$ cat src/rtl/i_fetch_queue_pkg.sv
// Shared fetch types: queue entry layout, fetch FSM states and the default boot PC.
package i_fetch_queue_pkg;

  localparam logic [31:0] RESET_PC_DEFAULT = 32'h4000_0000;

  typedef struct packed {
    logic [31:0] pc;
    logic [31:0] pc_next;
    logic [31:0] instr;
  } fetch_entry_t;

  typedef enum logic [1:0] {
    IDLE = 2'd0,
    REQ  = 2'd1,
    DROP = 2'd2
  } fetch_state_t;

endpackage

$ cat src/rtl/i_fetch_queue_fifo.sv
// Circular QDEPTH-entry buffer of fetched {pc, pc_next, instr}; head is a plain register read.
module i_fetch_queue_fifo
  import i_fetch_queue_pkg::*;
#(
  parameter int QDEPTH = 4,
  localparam int PW = $clog2(QDEPTH),
  localparam int CW = PW + 1
) (
  input  logic          clk,
  input  logic          rst,
  input  logic          push_i,
  input  fetch_entry_t  push_data_i,
  input  logic          pop_i,
  input  logic          flush_i,
  output fetch_entry_t  head_o,
  output logic          full_o,
  output logic          empty_o,
  output logic [CW-1:0] count_o
);

  logic [PW-1:0] wr_ptr_q, rd_ptr_q;
  logic [CW-1:0] count_q;
  fetch_entry_t  mem_q [QDEPTH];

  // Storage is cleared on reset so the head outputs read zero while rst is low.
  always_ff @(posedge clk or negedge rst) begin
    if (!rst) begin
      wr_ptr_q <= '0;
      rd_ptr_q <= '0;
      count_q  <= '0;
      for (int i = 0; i < QDEPTH; i++) mem_q[i] <= '0;
    end else if (flush_i) begin
      wr_ptr_q <= '0;
      rd_ptr_q <= '0;
      count_q  <= '0;
    end else begin
      if (push_i) begin
        mem_q[wr_ptr_q] <= push_data_i;
        wr_ptr_q        <= wr_ptr_q + 1'b1;
      end
      if (pop_i) rd_ptr_q <= rd_ptr_q + 1'b1;
      count_q <= count_q + CW'(push_i) - CW'(pop_i);
    end
  end

  assign head_o  = mem_q[rd_ptr_q];
  assign full_o  = (count_q == CW'(QDEPTH));
  assign empty_o = (count_q == '0);
  assign count_o = count_q;

endmodule

$ cat src/rtl/i_fetch_queue.sv
// Decoupled instruction fetch: single-outstanding cache request engine feeding a prefetch FIFO.
module i_fetch_queue
  import i_fetch_queue_pkg::*;
#(
  parameter int          QDEPTH   = 4,
  parameter logic [31:0] RESET_PC = RESET_PC_DEFAULT
) (
  input  logic        clk,
  input  logic        rst,
  input  logic        redirect,
  input  logic [31:0] redirect_target,
  input  logic        redirect_mod2,
  output logic        imem_read,
  output logic [31:0] imem_address,
  input  logic [31:0] imem_rdata,
  input  logic        imem_resp,
  output logic        if_valid,
  input  logic        if_ready,
  output logic [31:0] if_pc,
  output logic [31:0] if_pc_next,
  output logic [31:0] if_instr
);

  localparam int CW = $clog2(QDEPTH) + 1;

  fetch_state_t  state_q, state_d;
  logic [31:0]   fetch_pc_q, fetch_pc_d;
  logic [31:0]   addr_q, addr_d;
  logic          push, pop;
  logic          fifo_full, fifo_empty;
  logic [CW-1:0] fifo_count, count_after;
  fetch_entry_t  push_data, head;

  // Redirect wins over both a same-cycle push and pop; the flush empties the queue anyway.
  assign push        = (state_q == REQ) && imem_resp && !redirect;
  assign pop         = !fifo_empty && if_ready && !redirect;
  assign count_after = fifo_count + CW'(push) - CW'(pop);
  assign push_data   = '{pc: addr_q, pc_next: addr_q + 32'd4, instr: imem_rdata};

  always_comb begin
    fetch_pc_d = fetch_pc_q;
    if (redirect)  fetch_pc_d = {redirect_target[31:1], redirect_target[0] & ~redirect_mod2};
    else if (push) fetch_pc_d = fetch_pc_q + 32'd4;

    state_d = state_q;
    case (state_q)
      IDLE: if (!redirect && !fifo_full) state_d = REQ;
      REQ: begin
        if (redirect)       state_d = imem_resp ? REQ : DROP;
        else if (imem_resp) state_d = (count_after < CW'(QDEPTH)) ? REQ : IDLE;
      end
      DROP: if (imem_resp) state_d = REQ;
      default: state_d = IDLE;
    endcase

    // A request in flight is never withdrawn: DROP keeps presenting the stale address.
    addr_d = (state_d == DROP) ? addr_q : fetch_pc_d;
  end

  always_ff @(posedge clk or negedge rst) begin
    if (!rst) begin
      state_q    <= IDLE;
      fetch_pc_q <= RESET_PC;
      addr_q     <= '0;
    end else begin
      state_q    <= state_d;
      fetch_pc_q <= fetch_pc_d;
      addr_q     <= addr_d;
    end
  end

  i_fetch_queue_fifo #(.QDEPTH(QDEPTH)) u_fifo (
    .clk        (clk),
    .rst        (rst),
    .push_i     (push),
    .push_data_i(push_data),
    .pop_i      (pop),
    .flush_i    (redirect),
    .head_o     (head),
    .full_o     (fifo_full),
    .empty_o    (fifo_empty),
    .count_o    (fifo_count)
  );

  assign imem_read    = (state_q != IDLE);
  assign imem_address = addr_q;
  assign if_valid     = !fifo_empty;
  assign if_pc        = head.pc;
  assign if_pc_next   = head.pc_next;
  assign if_instr     = head.instr;

endmodule
$ cat config.mk
export PLATFORM = sky130hd
export DESIGN_NAME = i_fetch_queue
export DESIGN_NICKNAME = d
export VERILOG_FILES = /design/src/rtl/i_fetch_queue_pkg.sv /design/src/rtl/i_fetch_queue_fifo.sv /design/src/rtl/i_fetch_queue.sv
export SDC_FILE = /design/constraint.sdc
export NUM_CORES = 1
export LEC_CHECK = 0
export ABC_AREA = 1
export CAP_MARGIN = 5
export CORE_MARGIN = 4
export CORE_UTILIZATION = 35
export CTS_BUF_LIST = sky130_fd_sc_hd__clkbuf_4 sky130_fd_sc_hd__clkbuf_8
export DETAILED_ROUTE_END_ITERATION = 12
export HOLD_SLACK_MARGIN = 0.02
export PLACE_DENSITY_LB_ADDON = 0.12
export REMOVE_ABC_BUFFERS = 1
export SETUP_SLACK_MARGIN = 0.05
export SYNTH_ARGS = -nofsm -noshare
export SYNTH_HDL_FRONTEND = slang
export SYNTH_HIERARCHICAL = 1
export SYNTH_SLANG_ARGS = --single-unit
$ cat constraint.sdc
create_clock -name clk -period 2.8 [get_ports clk]
set_input_delay 0.84 -clock clk [delete_from_list [all_inputs] [get_ports clk]]
set_output_delay 0.84 -clock clk [all_outputs]
set_load 0.01 [all_outputs]
# Word level (Yosys, flattened, before mapping)
# Index checks and enable logic that the tools add are counted.
# W data, S select, Z words.
word_totals:
  register_bits: 457
  wordCells: 72
  inputBits: 70
  output_inout_bits: 130
classes:
  bitwise_logic: 5
  n_mux: 20
  n_reduce_logical: 15
  eq_ne: 4
  order_cmp: 4
  n_addsub: 6
ops:
  columns: ["cell", "n"]
  rows:
  - ["$bwmux W384", 1]
  - ["$mux W96", 3]
  - ["$bmux W96 S2", 1]
  - ["$demux W96 S2", 1]
  - ["$add A32 B3 Y32 const B", 2]
  - ["$mux W32", 2]
  - ["$mux W2", 9]
  - ["$ge A3 B3 Y1 const B", 2]
  - ["$logic_and A1 B1 Y1", 6]
  - ["$not A2 Y3", 2]
  - ["$pmux W2 S3", 1]
  - ["$reduce_bool A2 Y1", 3]
  - ["$add A2 B1 Y2 const B", 2]
  - ["$eq A2 B2 Y1 const B", 2]
  - ["$add A3 B1 Y3", 1]
  - ["$eq A3 B3 Y1 const B", 1]
  - ["$logic_not A1 Y1", 3]
  - ["$logic_not A3 Y1", 1]
  - ["$lt A3 B1 Y1 const B", 1]
  - ["$lt A3 B3 Y1 const B", 1]
  - ["$mux W3", 1]
  - ["$sub A3 B1 Y3", 1]
  - ["$eq A2 B1 Y1 const B", 1]
  - ["$logic_not A2 Y1", 1]
  - ["4 further kinds", 5]

# Logic depth before layout (Yosys ltp)
# Gate-level depths: netlist (run 1).
depth:
  ltp_word: 11
  ltp_mapped: 16
  depth_no_buf: 16

# Cells and area by module
# The synthesis (run 1) kept the hierarchy.
by_module_without_submodules:
  columns: ["module", "instances", "cells_each", "area_per_inst_um2", "seq_area_each_um2"]
  rows:
  - ["i_fetch_queue_fifo", 1, 2119, 17635.7, 9784.4]
  - ["i_fetch_queue", 1, 670, 4579.4, 1652.8]

# Least setup slack after synthesis (run 1)
# No wires, ideal clock.
synth_timing:
  path_type: "in2reg"
  startpoint: "in redirect"
  endpoint: "reg u_fifo.count_q[2] (netlist: u_fifo/count_o[2])"
  cell_stages: 10
  setup_time_ps: 119
  setup_slack_ps: 139
  path_buffers: 2
  required_time_ps: 2681
  arrival_time_ps: 2542
  path_cell_list: "clkbuf_1 -> buf_1 -> nor2_1 -> ha_1 -> inv_1 -> ha_1 -> inv_1 -> fa_1 -> a21oi_1 -> nor2_1"
synth_between:
  elab_cells_between_ends: 6
  cone_classes: "add/sub: 2; mux: 1; reduce/logical: 3"
synth_lines:
  columns: ["element", "line_no", "rtl"]
  rows:
  - ["start, declared", "i_fetch_queue.sv:10", "input logic redirect,"]
  - ["$logic_not A1 Y1", "i_fetch_queue.sv:36", "assign pop = !fifo_empty && if_ready && !redirect;"]
  - ["$logic_and A1 B1 Y1", "i_fetch_queue.sv:36", null]
  - ["net pop", "i_fetch_queue.sv:29", "logic push, pop;"]
  - ["$sub A3 B1 Y3", "i_fetch_queue_fifo.sv:42", "count_q <= count_q + CW'(push_i) - CW'(pop_i);"]
  - ["$mux W3", "i_fetch_queue_fifo.sv:32", "end else if (flush_i) begin"]
  - ["end signal, assigned", "i_fetch_queue_fifo.sv:42", null]
  - ["end, declared", "i_fetch_queue_fifo.sv:22", "logic [CW-1:0] count_q;"]
# The timed path passes the listed nets, and every way through them passes these cells.
# A chain may end at the register's enable or synchronous reset.

# Final worst setup path (run 1)
layout_timing:
  startpoint: "reg u_fifo.rd_ptr_q[0]"
  endpoint: "out if_instr[5]"
layout_between:
  elab_chain_cells: 4
layout_rtl:
  columns: ["element", "line_no", "rtl"]
  rows:
  - ["start, declared", "i_fetch_queue_fifo.sv:21", "logic [PW-1:0] wr_ptr_q, rd_ptr_q;"]
  - ["start signal, assigned", "i_fetch_queue_fifo.sv:41", "if (pop_i) rd_ptr_q <= rd_ptr_q + 1'b1;"]
  - ["$not A2 Y3 (not written as such)", "i_fetch_queue_fifo.sv:46", "assign head_o = mem_q[rd_ptr_q];"]
  - ["$bmux W96 S2", "i_fetch_queue_fifo.sv:46", null]
  - ["$mux W96 (not written as such) (2 in a row)", "i_fetch_queue_fifo.sv:46", null]
  - ["end, declared", "i_fetch_queue.sv:21", "output logic [31:0] if_instr"]
# No other way between the ends. The select of a mux whose other input is x is not followed.

==> impl_metrics.env, run 1 <==
export IMPL_finalInstanceArea_sq_um=28800
export IMPL_skew_ps=32.2
export IMPL_nets=3139
export IMPL_synth_seq_area_share_pct=51.5
export IMPL_dieArea_sq_um=67600
export IMPL_final_common_cell="nand2_1"
export IMPL_cts_buffers=84
export IMPL_hold_violations=0
export IMPL_max_cap_violations=0
export IMPL_pwr_share_comb_pct=36.5
export IMPL_syn_to_final_growth_pct=29.7
export IMPL_critical_path_required_ps=1960
export IMPL_synth_edf_count=0
export IMPL_drtAntennaViolNets=0
export IMPL_drtIter0Drc=1416
export IMPL_detailroute_via_count=19000
export IMPL_rsz0062_at_grt="yes"
export IMPL_violations="setup timing"
export IMPL_cp_buffers_inverters=6
export IMPL_mostFrequentLayoutCells="nand2_1 (904), dfrtp_1 (447), o21ai_0 (392), inv_1 (350), o211ai_1 (192)"
export IMPL_die_width_microns=260
export IMPL_synth_distinct_cells=41
export IMPL_setup_tns_ps=-8980
export IMPL_antenna_found_initial=1
export IMPL_p_per_area_nw_per_um2=861
export IMPL_routed_wl_mm=68.9
export IMPL_cp_common_cell="buf_12"
export IMPL_synthFlopType="dfrtp_1"
export IMPL_cts_root_buf="clkbuf_8"
export IMPL_setup_violations=90
export IMPL_leakage_nw=14.6
export IMPL_max_slew_margin_pct=65.6
export IMPL_startpoint_type="flip-flop"
export IMPL_async_flop_share_pct=100
export IMPL_power_frac_seq_pct=36.6
export IMPL_worst_endpoint_arrival_ps=2130
export IMPL_cts_max_path_buffers=3
export IMPL_outcome="complete, but fails checks"
export IMPL_path_cells="buf_12 > clkinv_16 > buf_12 > buf_12 > buf_16 > o211ai_1 > nand2_1 > buf_2"
export IMPL_ys_ff_latch=457
export IMPL_syn_area_per_cell_sq_um=7.97
export IMPL_ir_drop_mv=0.308
export IMPL_worst_pin_slew_ps=515
export IMPL_wl_per_cell_microns=17.3
export IMPL_clock_sinks=457
export IMPL_cell_internal_pwr_mw=15.9
export IMPL_finalNonFillerCells=3970
export IMPL_max_freq_mhz=336
export IMPL_clkPwrFrac_pct=27.0
export IMPL_netSwitchingFraction_pct=35.8
export IMPL_hold_worst_slack_ps=468
export IMPL_via_per_inst=4.79
export IMPL_endpoint_kind="output pin"
export IMPL_cp_max_fo=11
export IMPL_power_switching_mw=8.89
export IMPL_crit_family="buffers and inverters"
export IMPL_place_inst=3726
export IMPL_overflow=0
export IMPL_grtUsageTotal_pct=20.1
export IMPL_gp_congestion=0.859
export IMPL_grt_max_degree=99
export IMPL_insertion_delay_ps=660
export IMPL_grt_pass1_vias=18700
export IMPL_fin_util_pct=45.8
export IMPL_die_h_microns=260
export IMPL_layout_drive_gt1_share_pct=15.9
export IMPL_first_pass_iters=5
export IMPL_grt_first_pass_wirelength_mm=107
export IMPL_crit_path_max_incr_delay_ps=380
export IMPL_io_buffers=199
export IMPL_cts_max_level=3
export IMPL_slowest_stage="dfrtp_2"
export IMPL_timing_worst_setup_path_type="reg2out"
export IMPL_tritoncts="yes"
export IMPL_setup_ws_ps=-173
export IMPL_clk_pin_slew_ps=70
export IMPL_period_needed_ps=2970
export IMPL_placed_area_sq_um=25400
export IMPL_rows=92
export IMPL_drc_errors=0
export IMPL_netlist_instances=2789
export IMPL_netlist_area_sq_um=22200
export IMPL_hold_path_class="reg2reg"
export IMPL_fp_coreArea_sq_um=63000
export IMPL_start_util_pct=35.3
export IMPL_place_hpwl_mm=41.8
export IMPL_synth_warnings=6
export IMPL_timing_final_crit_share_pct=106
export IMPL_ioPinCount=200
export IMPL_final_max_slew_viol_count=0
-- power by group through the flow --
stage | Clock (mW) | Combinational (mW) | Sequential (mW)
after floorplan | 0 | 4.69 | 8.95
after global placement | 0 | 8.64 | 9.14
final | 6.69 | 9.05 | 9.08
after CTS | 6.92 | 8.96 | 9.08
after detailed placement | 0 | 8.73 | 9.18
after global routing | 7.24 | 10.2 | 9.25
-- through the flow --
step,worst slack [ps],total power [mW]
after global placement,-76.2,17.8
after detailed placement,-28.8,17.9
final,-173,24.8
after global routing,-278,26.6
after CTS,-219,25.0
after floorplan,-5360,13.6
-- routing by layer --
metal  part of all wire, %  GRT usage, %  vias to the layer above
li1                      -             -                     9453
met1                    47          28.0                     9052
met2                    47          33.0                      428
met3                   4.8          3.41                       80
met4                   1.5          4.66                        0
met5                     0             0                        -
-- kinds of logic after synthesis --
logic type | share of synthesized area, %
and+or+nand+nor | 20.1
AOI/OAI and AO/OA | 16.2
buffers and inverters | 10.2
DFF | 51.5
xor gates and xnor gates | 1.38
adders and majority gates | 0.653
-- timing repair --
item / 4_1_cts / 5_1_grt
cloned: 30 / 13
hold endpoints to repair: 20 / 0
pin swaps: 65 / 61
setup buffers: 47 / 14
hold buffers: 1 / 0
setup endpoints to repair: 101 / 100
gates resized for setup: 525 / 35
-- cell type report --
class	count	area (sq um)
tap	846	1060
multi-input combinational	1782	8610
sequential	457	11500
inverter	355	1370
antenna	1	2.50
clock inverter	8	53.8
timing repair inverter	6	70.1
fill	6269	34200
clock buffer	143	1740
timing repair buffer	372	4460
-- worst min-delay path: cells and delay by family, from the launching register on --
kind	cells	cell delay (ps)
simple gates	2	120
flops	1	320
-- Yosys cell counts, types with 2 or more instances --
| cell type | count | area, sq um |
|---|---|---|
| ha_1 | 10 | 125 |
| o21ai_1 | 17 | 85.1 |
| o211ai_1 | 192 | 1440 |
| xnor2_1 | 8 | 70.1 |
| nand3_1 | 50 | 250 |
| clkinv_1 | 2 | 7.51 |
| inv_1 | 350 | 1310 |
| o31ai_1 | 2 | 15.0 |
| buf_2 | 64 | 320 |
| clkbuf_1 | 89 | 334 |
| o21ai_0 | 392 | 1960 |
| buf_4 | 32 | 240 |
| or2_2 | 11 | 68.8 |
| nor2_1 | 74 | 278 |
| nand2_2 | 4 | 25.0 |
| and2_1 | 10 | 62.6 |
| nand4_1 | 8 | 50.1 |
| buf_1 | 9 | 33.8 |
| nor2_4 | 4 | 45.0 |
| nand2_1 | 932 | 3500 |
| nor2_2 | 3 | 18.8 |
| nor3_1 | 10 | 50.1 |
| nor3_2 | 5 | 50.1 |
| nand3b_1 | 3 | 22.5 |
| dfrtp_1 | 456 | 11400 |
| a31oi_1 | 3 | 18.8 |
| xor2_1 | 27 | 236 |
| inv_2 | 3 | 11.3 |
| a21oi_1 | 7 | 35.0 |
-- path summary, 6_finish.rpt --
path	from	to	slack, ps	depth (start not counted)
max	u_fifo/rd_ptr_q[0]	if_instr[5]	-170	8
min	fetch_pc_q[1]	fetch_pc_q[1]	470	2
max reg2reg	imem_address[3]	u_fifo/mem_q[252]	280	13
min reg2reg	fetch_pc_q[1]	fetch_pc_q[1]	470	2
max in group asynchronous	rst	imem_address[23]	1290	3
min in group asynchronous	rst	u_fifo/mem_q[102]	660	2
-- state kept, by name, indices dropped and copies added (netlist names) --
register         cells
u_fifo/mem_q       384
state_q              2
imem_address        32
u_fifo/rd_ptr_q      2
u_fifo/count_o       3
u_fifo/wr_ptr_q      2
fetch_pc_q          32
No activity file was read; power rests on OpenSTA's default activity.
==> run 2: changes to the inputs <==
- CTS_CLUSTER_DIAMETER: unset -> 40
- GPL_ROUTABILITY_DRIVEN: unset -> 0
- SYNTH_HIERARCHICAL: 1 -> unset
==> run 2 against run 1 <==
Effect of this change: the run still ends with setup timing left; total power rose by 12%; core utilization rose by 0.80 points; via count fell by 3.7%; critical path depth fell by 1; worst setup slack got worse by 37 ps; largest power group is now combinational logic; highest routed layer unchanged.
==> impl_metrics.env, run 2 <==
export IMPL_hold_worst_slack_ps=132
export IMPL_largest_register_ffs=376
export IMPL_synth_warnings=0
export IMPL_netlist_top_cells_area="dfrtp_1 (54%), nand2_1 (13%), o21ai_0 (12%)"
export IMPL_max_slew_margin_pct=63.4
export IMPL_io_buffers=199
export IMPL_critical_path_required_ps=1960
export IMPL_die_width_microns=252
export IMPL_outcome="complete, but fails checks"
export IMPL_synthTopCellsByCount="nand2_1 (732), o21ai_0 (512), dfrtp_1 (448), nor2_1 (255), inv_1 (119)"
export IMPL_p_per_area_nw_per_um2=1010
export IMPL_rsz0062_at_grt="yes"
export IMPL_skew_ps=27.5
export IMPL_syn_area_per_cell_sq_um=8.17
export IMPL_syn_to_final_growth_pct=31.9
export IMPL_insertion_delay_ps=680
export IMPL_top_register="u_fifo.mem_q"
export IMPL_async_flop_share_pct=100
export IMPL_setup_violations=95
export IMPL_synth_edf_count=0
export IMPL_fillers=5855
export IMPL_cts_root_buf="clkbuf_8"
export IMPL_cts_max_path_buffers=3
export IMPL_drc_errors=0
export IMPL_antenna_found_initial=0
export IMPL_clock_sinks=449
export IMPL_ioPinCount=200
export IMPL_first_pass_iters=6
export IMPL_max_cap_violations=0
export IMPL_reg2reg_slack_ps=450
export IMPL_endpoint_kind="output pin"
export IMPL_synth_most_common_cell="nand2_1"
export IMPL_start_util_pct=35.3
export IMPL_period_needed_ps=3010
export IMPL_grt_first_pass_wirelength_mm=104
export IMPL_wl_per_cell_microns=19.3
export IMPL_hold_violations=0
export IMPL_place_hpwl_mm=43.1
export IMPL_leakage_nw=13.3
export IMPL_violations="setup timing"
export IMPL_final_common_cell="nand2_1"
export IMPL_drtIter0Drc=1341
export IMPL_die_h_microns=252
export IMPL_drtAntennaViolNets=0
export IMPL_ir_drop_mv=0.355
export IMPL_max_freq_mhz=332
export IMPL_hold_buffers=0
export IMPL_finalNonFillerCells=3650
export IMPL_grtUsageTotal_pct=20.8
export IMPL_worst_pin_slew_ps=545
export IMPL_timing_final_crit_share_pct=108
export IMPL_cp_startpoint="u_fifo.rd_ptr_q[0]"
export IMPL_ys_ff_latch=449
export IMPL_total_power_mw=27.7
export IMPL_cts_buffers=92
export IMPL_nets=2885
export IMPL_timing_worst_setup_path_type="reg2out"
export IMPL_rows=89
export IMPL_via_per_inst=5.02
export IMPL_tritoncts="yes"
export IMPL_place_inst=3443
export IMPL_r2r_end="state_q[0]"
export IMPL_netlist_area_leader_share_pct=53.8
export IMPL_startpoint_type="flip-flop"
export IMPL_final_max_slew_viol_count=0
export IMPL_grt_max_degree=66
export IMPL_fp_coreArea_sq_um=59000
export IMPL_netlist_area_sq_um=20800
export IMPL_netlist_instances=2548
export IMPL_mostFrequentLayoutCells="nand2_1 (732), dfrtp_1 (440), o21ai_0 (401), nor2_1 (215), inv_1 (118)"
export IMPL_cts_max_level=3
export IMPL_endpoint="if_pc[18]"
export IMPL_r2r_cells=13
export IMPL_routed_wl_mm=70.5
export IMPL_synth_seq_area_share_pct=53.9
export IMPL_grt_pass1_vias=18100
export IMPL_detailroute_via_count=18300
export IMPL_rr_startpoint="u_fifo.count_o[1]"
export IMPL_dieArea_sq_um=63500
export IMPL_clk_pin_slew_ps=60
export IMPL_cp_max_fo=6
export IMPL_synthFlopType="dfrtp_1"
export IMPL_setup_tns_ps=-10810
export IMPL_setup_ws_ps=-211
export IMPL_antenna_cells=0
export IMPL_overflow=0
export IMPL_synth_distinct_cells=48
export IMPL_synth_top_area_cell="dfrtp_1"
export IMPL_worst_endpoint_arrival_ps=2170
export IMPL_hold_path_class="in2async"
export IMPL_layout_drive_gt1_share_pct=20.1
export IMPL_fin_util_pct=46.6
==> run 2: worst max-delay path, stage by stage (launching register included) <==
cell and delay (ps):
dfrtp_4 570, buf_6 170, clkbuf_16 160, buf_8 120
o21ai_2 90, o22ai_1 100, buf_4 160, buf_6 120
==> run 2: layout make-up <==
| type | instances | area [sq um] | share of cell area, % |
|---|---|---|---|
| clock buffer | 140 | 1730 | 6.31 |
| clock inverter | 25 | 254 | 0.924 |
| inverter | 129 | 502 | 1.83 |
| multi-input combinational | 1783 | 8820 | 32.1 |
| sequential | 449 | 11200 | 40.9 |
| tap | 773 | 967 | 3.52 |
| timing repair buffer | 351 | 3950 | 14.4 |
==> run 2: per-stage QoR <==
step           setup WS (ps)  area, sq um
4_1_cts                 -664        26400
5_1_grt                 -273        27500
3_3_place_gp            -261        24300
3_5_place_dp            -260        24300
2_1_floorplan          -5280        19900
6_report                -211        27500
==> run 2: cells by family after synthesis <==
family | Yosys count | share of synthesized area [%]
AO/OA/AOI/OAI | 640 | 16.2
XOR/XNOR | 29 | 1.22
adder cells (fa/ha/maj) | 9 | 0.577
buffers and inverters | 316 | 6.66
flip-flops | 449 | 53.9
AND/OR/NAND/NOR | 1105 | 21.4
==> run 2: worst min path at each step <==
stage,start,depth (start not counted),end
final,rst,1,u_fifo.mem_q[357]
after global routing,rst,1,u_fifo.mem_q[363]
after CTS,rst,1,u_fifo.mem_q[139]
after detailed placement,fetch_pc_q[1],2,fetch_pc_q[1]
after global placement,u_fifo.mem_q[145],2,u_fifo.mem_q[145]
after floorplan,fetch_pc_q[1],2,fetch_pc_q[1]
==> run 2: what timing repair did <==
item / CTS / global route
cloned: 6 / 22
setup buffers: 2 / 16
endpoints found under the hold margin: 0 / 0
endpoints found under the setup margin: 102 / 103
resized for setup: 252 / 410
pin swaps: 8 / 63
==> run 2: layer usage <==
layer	vias to the layer above	share of wire [%]	global-route usage (%)
met1	8866	46	28.6
met2	475	46	33.2
met3	103	5.0	3.99
li1	8861	-	-
met4	0	2.4	6.86
met5	-	0	0
==> run 2: report_power, final <==
group | switching, mW | internal, mW
Combinational | 5.94 | 4.80
Clock | 2.97 | 4.32
Sequential | 1.34 | 8.32
Total | 10.3 | 17.4
==> run 3: changes to the inputs <==
- SETUP_SLACK_MARGIN: 0.05 -> 0.2
==> run 3 against run 2 <==
Effect of this change: the flow still finishes with violations (setup timing); fmax grew 0.31%; global-route usage grew 0.12 points; via count grew 1.4%; critical path depth shrank 2; first-iteration DRC count grew 12%; design area grew 1.4%; die area is the same; clock skew shrank 0.71 ps; core utilization grew 0.64 points; register-to-register slack gained 30 ps; worst setup slack gained 9.3 ps; total power grew 1.4%; critical path type unchanged; critical endpoint is now if_pc[26]; highest routed layer unchanged.
==> impl_metrics.env, run 3 (synthesis results as in run 2) <==
export IMPL_antenna_cells=0
export IMPL_p_per_area_nw_per_um2=1010
export IMPL_worst_pin_slew_ps=539
export IMPL_critical_path_required_ps=1960
export IMPL_finalInstanceArea_sq_um=27900
export IMPL_grt_pass1_vias=18100
export IMPL_grt_first_pass_wirelength_mm=104
export IMPL_start_util_pct=35.3
export IMPL_timing_worst_setup_path_type="reg2out"
export IMPL_cts_max_path_buffers=3
export IMPL_leakage_nw=13.5
export IMPL_crit_path_max_incr_delay_ps=570
export IMPL_max_freq_mhz=333
export IMPL_crit_family="buffers and inverters"
export IMPL_startpoint_type="flip-flop"
export IMPL_reg2reg_slack_ps=480
export IMPL_worst_endpoint_arrival_ps=2160
export IMPL_setup_violations=96
export IMPL_detailroute_via_count=18600
export IMPL_insertion_delay_ps=680
export IMPL_max_cap_violations=0
export IMPL_drc_errors=0
export IMPL_nets=2914
export IMPL_rsz0062_at_grt="yes"
export IMPL_final_max_slew_viol_count=0
export IMPL_path_cells="buf_6 > buf_16 > nor2_1 > o22ai_2 > dlygate4sd2_1"
export IMPL_setup_ws_ps=-201
export IMPL_ioPinCount=200
export IMPL_hold_path_class="in2async"
export IMPL_endpoint_kind="output pin"
export IMPL_outcome="complete, but fails checks"
export IMPL_rows=89
export IMPL_wl_per_cell_microns=19.5
export IMPL_routed_wl_mm=71.6
export IMPL_dieArea_sq_um=63500
export IMPL_slowest_stage="dfrtp_4"
export IMPL_skew_ps=26.7
export IMPL_fin_util_pct=47.2
export IMPL_syn_to_final_growth_pct=33.8
export IMPL_hold_violations=0
export IMPL_antenna_found_initial=0
export IMPL_clock_sinks=449
export IMPL_max_slew_margin_pct=63.8
export IMPL_cts_buffers=92
export IMPL_cp_buffers_inverters=3
export IMPL_period_needed_ps=3000
export IMPL_fp_coreArea_sq_um=59000
export IMPL_final_common_cell="nand2_1"
export IMPL_grtUsageTotal_pct=20.9
export IMPL_timing_final_crit_share_pct=107
export IMPL_tritoncts="yes"
export IMPL_setup_tns_ps=-11060
export IMPL_ir_drop_mv=0.353
export IMPL_hold_worst_slack_ps=133
export IMPL_layout_drive_gt1_share_pct=21.5
export IMPL_die_h_microns=252
export IMPL_pre_cts_ws_ps=-260
export IMPL_drtAntennaViolNets=0
export IMPL_cts_max_level=3
export IMPL_drtIter0Drc=1500
export IMPL_largest_register_ffs=376
export IMPL_placed_area_sq_um=24300
export IMPL_io_buffers=199
export IMPL_grt_max_degree=66
export IMPL_via_per_inst=5.05
export IMPL_die_width_microns=252
export IMPL_cts_root_buf="clkbuf_8"
export IMPL_top_register="u_fifo.mem_q"
export IMPL_clk_pin_slew_ps=60
export IMPL_first_pass_iters=5
export IMPL_overflow=0
export IMPL_mostFrequentLayoutCells="nand2_1 (732), dfrtp_1 (421), o21ai_0 (403), nor2_1 (216), inv_1 (118)"
export IMPL_place_hpwl_mm=43.1
export IMPL_cp_max_fo=6
export IMPL_violations="setup timing"
[run 3: cell count changes in the layout (fill, tap and decap cells not counted), moves of 2 or more]
cell             before  now
nor2_2               31   29
dfrtp_2               7   26
buf_4                69   82
clkdlybuf4s50_1     101   93
clkbuf_2              8    6
clkbuf_16            17   20
dfrtp_1             440  421
buf_16                8   10
o22ai_4               0    2
dlymetal6s2s_1        5   10
o21ai_4               7    3
buf_8                 7   13
buf_2                61   69
o21ai_0             401  403
[run 3: worst paths after layout]
kind / depth (start not counted) / from / end
min reg2reg: 2 / fetch_pc_q[1] / fetch_pc_q[1]
min in group clk: 2 / fetch_pc_q[1] / fetch_pc_q[1]
max in group asynchronous: 2 / rst / u_fifo.mem_q[146]
min: 1 / rst / u_fifo.mem_q[363]
max: 5 / u_fifo.rd_ptr_q[0] / if_pc[26]
max reg2reg: 13 / u_fifo.count_o[1] / state_q[0]
[run 3: where the power goes]
group	leakage [nW]	total, mW	internal (mW)	switching [mW]
Clock	1.05	7.32	4.32	3.00
Sequential	5.88	9.59	8.34	1.25
Combinational	6.58	11.2	5.04	6.15
[run 3: stage by stage]
step | std cells | total power [mW]
floorplan | 2361 | 13.9
global placement | 3443 | 19.2
detailed placement | 3443 | 19.4
CTS | 3617 | 26.8
global route | 3679 | 29.8
finish | 3679 | 28.1
[run 3: repair_timing]
action	in CTS	in global routing
gates cloned	7	28
gates resized for setup	257	443
endpoints found under the setup margin	128	128
setup buffers	2	34
pin swaps	7	57
hold buffers	0	0
[run 3: layer usage]
layer | share of wire, % | global-route usage (%)
met3 | 5.7 | 3.98
met4 | 2.3 | 6.94
met1 | 46 | 28.8
met2 | 46 | 33.4
met5 | 0 | 0
[run 3: area by class of cell]
class                           instances  area [sq um]
Inverter                              129           502
Multi-Input combinational cell       1783          8810
Clock buffer                          140          1730
Fill cell                            5830         31200
Timing Repair Buffer                  380          4320
Sequential cell                       449         11300
Clock inverter                         25           254
Tap cell                              773           967
[run 3: worst register-to-register path, delay by kind of cell (launching register included)]
| kind | cells | cell delay (ps) |
|---|---|---|
| adders and majority gates | 3 | 770 |
| xor gates and xnor gates | 1 | 180 |
| and+or+nand+nor | 4 | 310 |
| DFF | 1 | 430 |
| buffers and inverters | 2 | 110 |
| AOI/OAI and AO/OA | 3 | 400 |
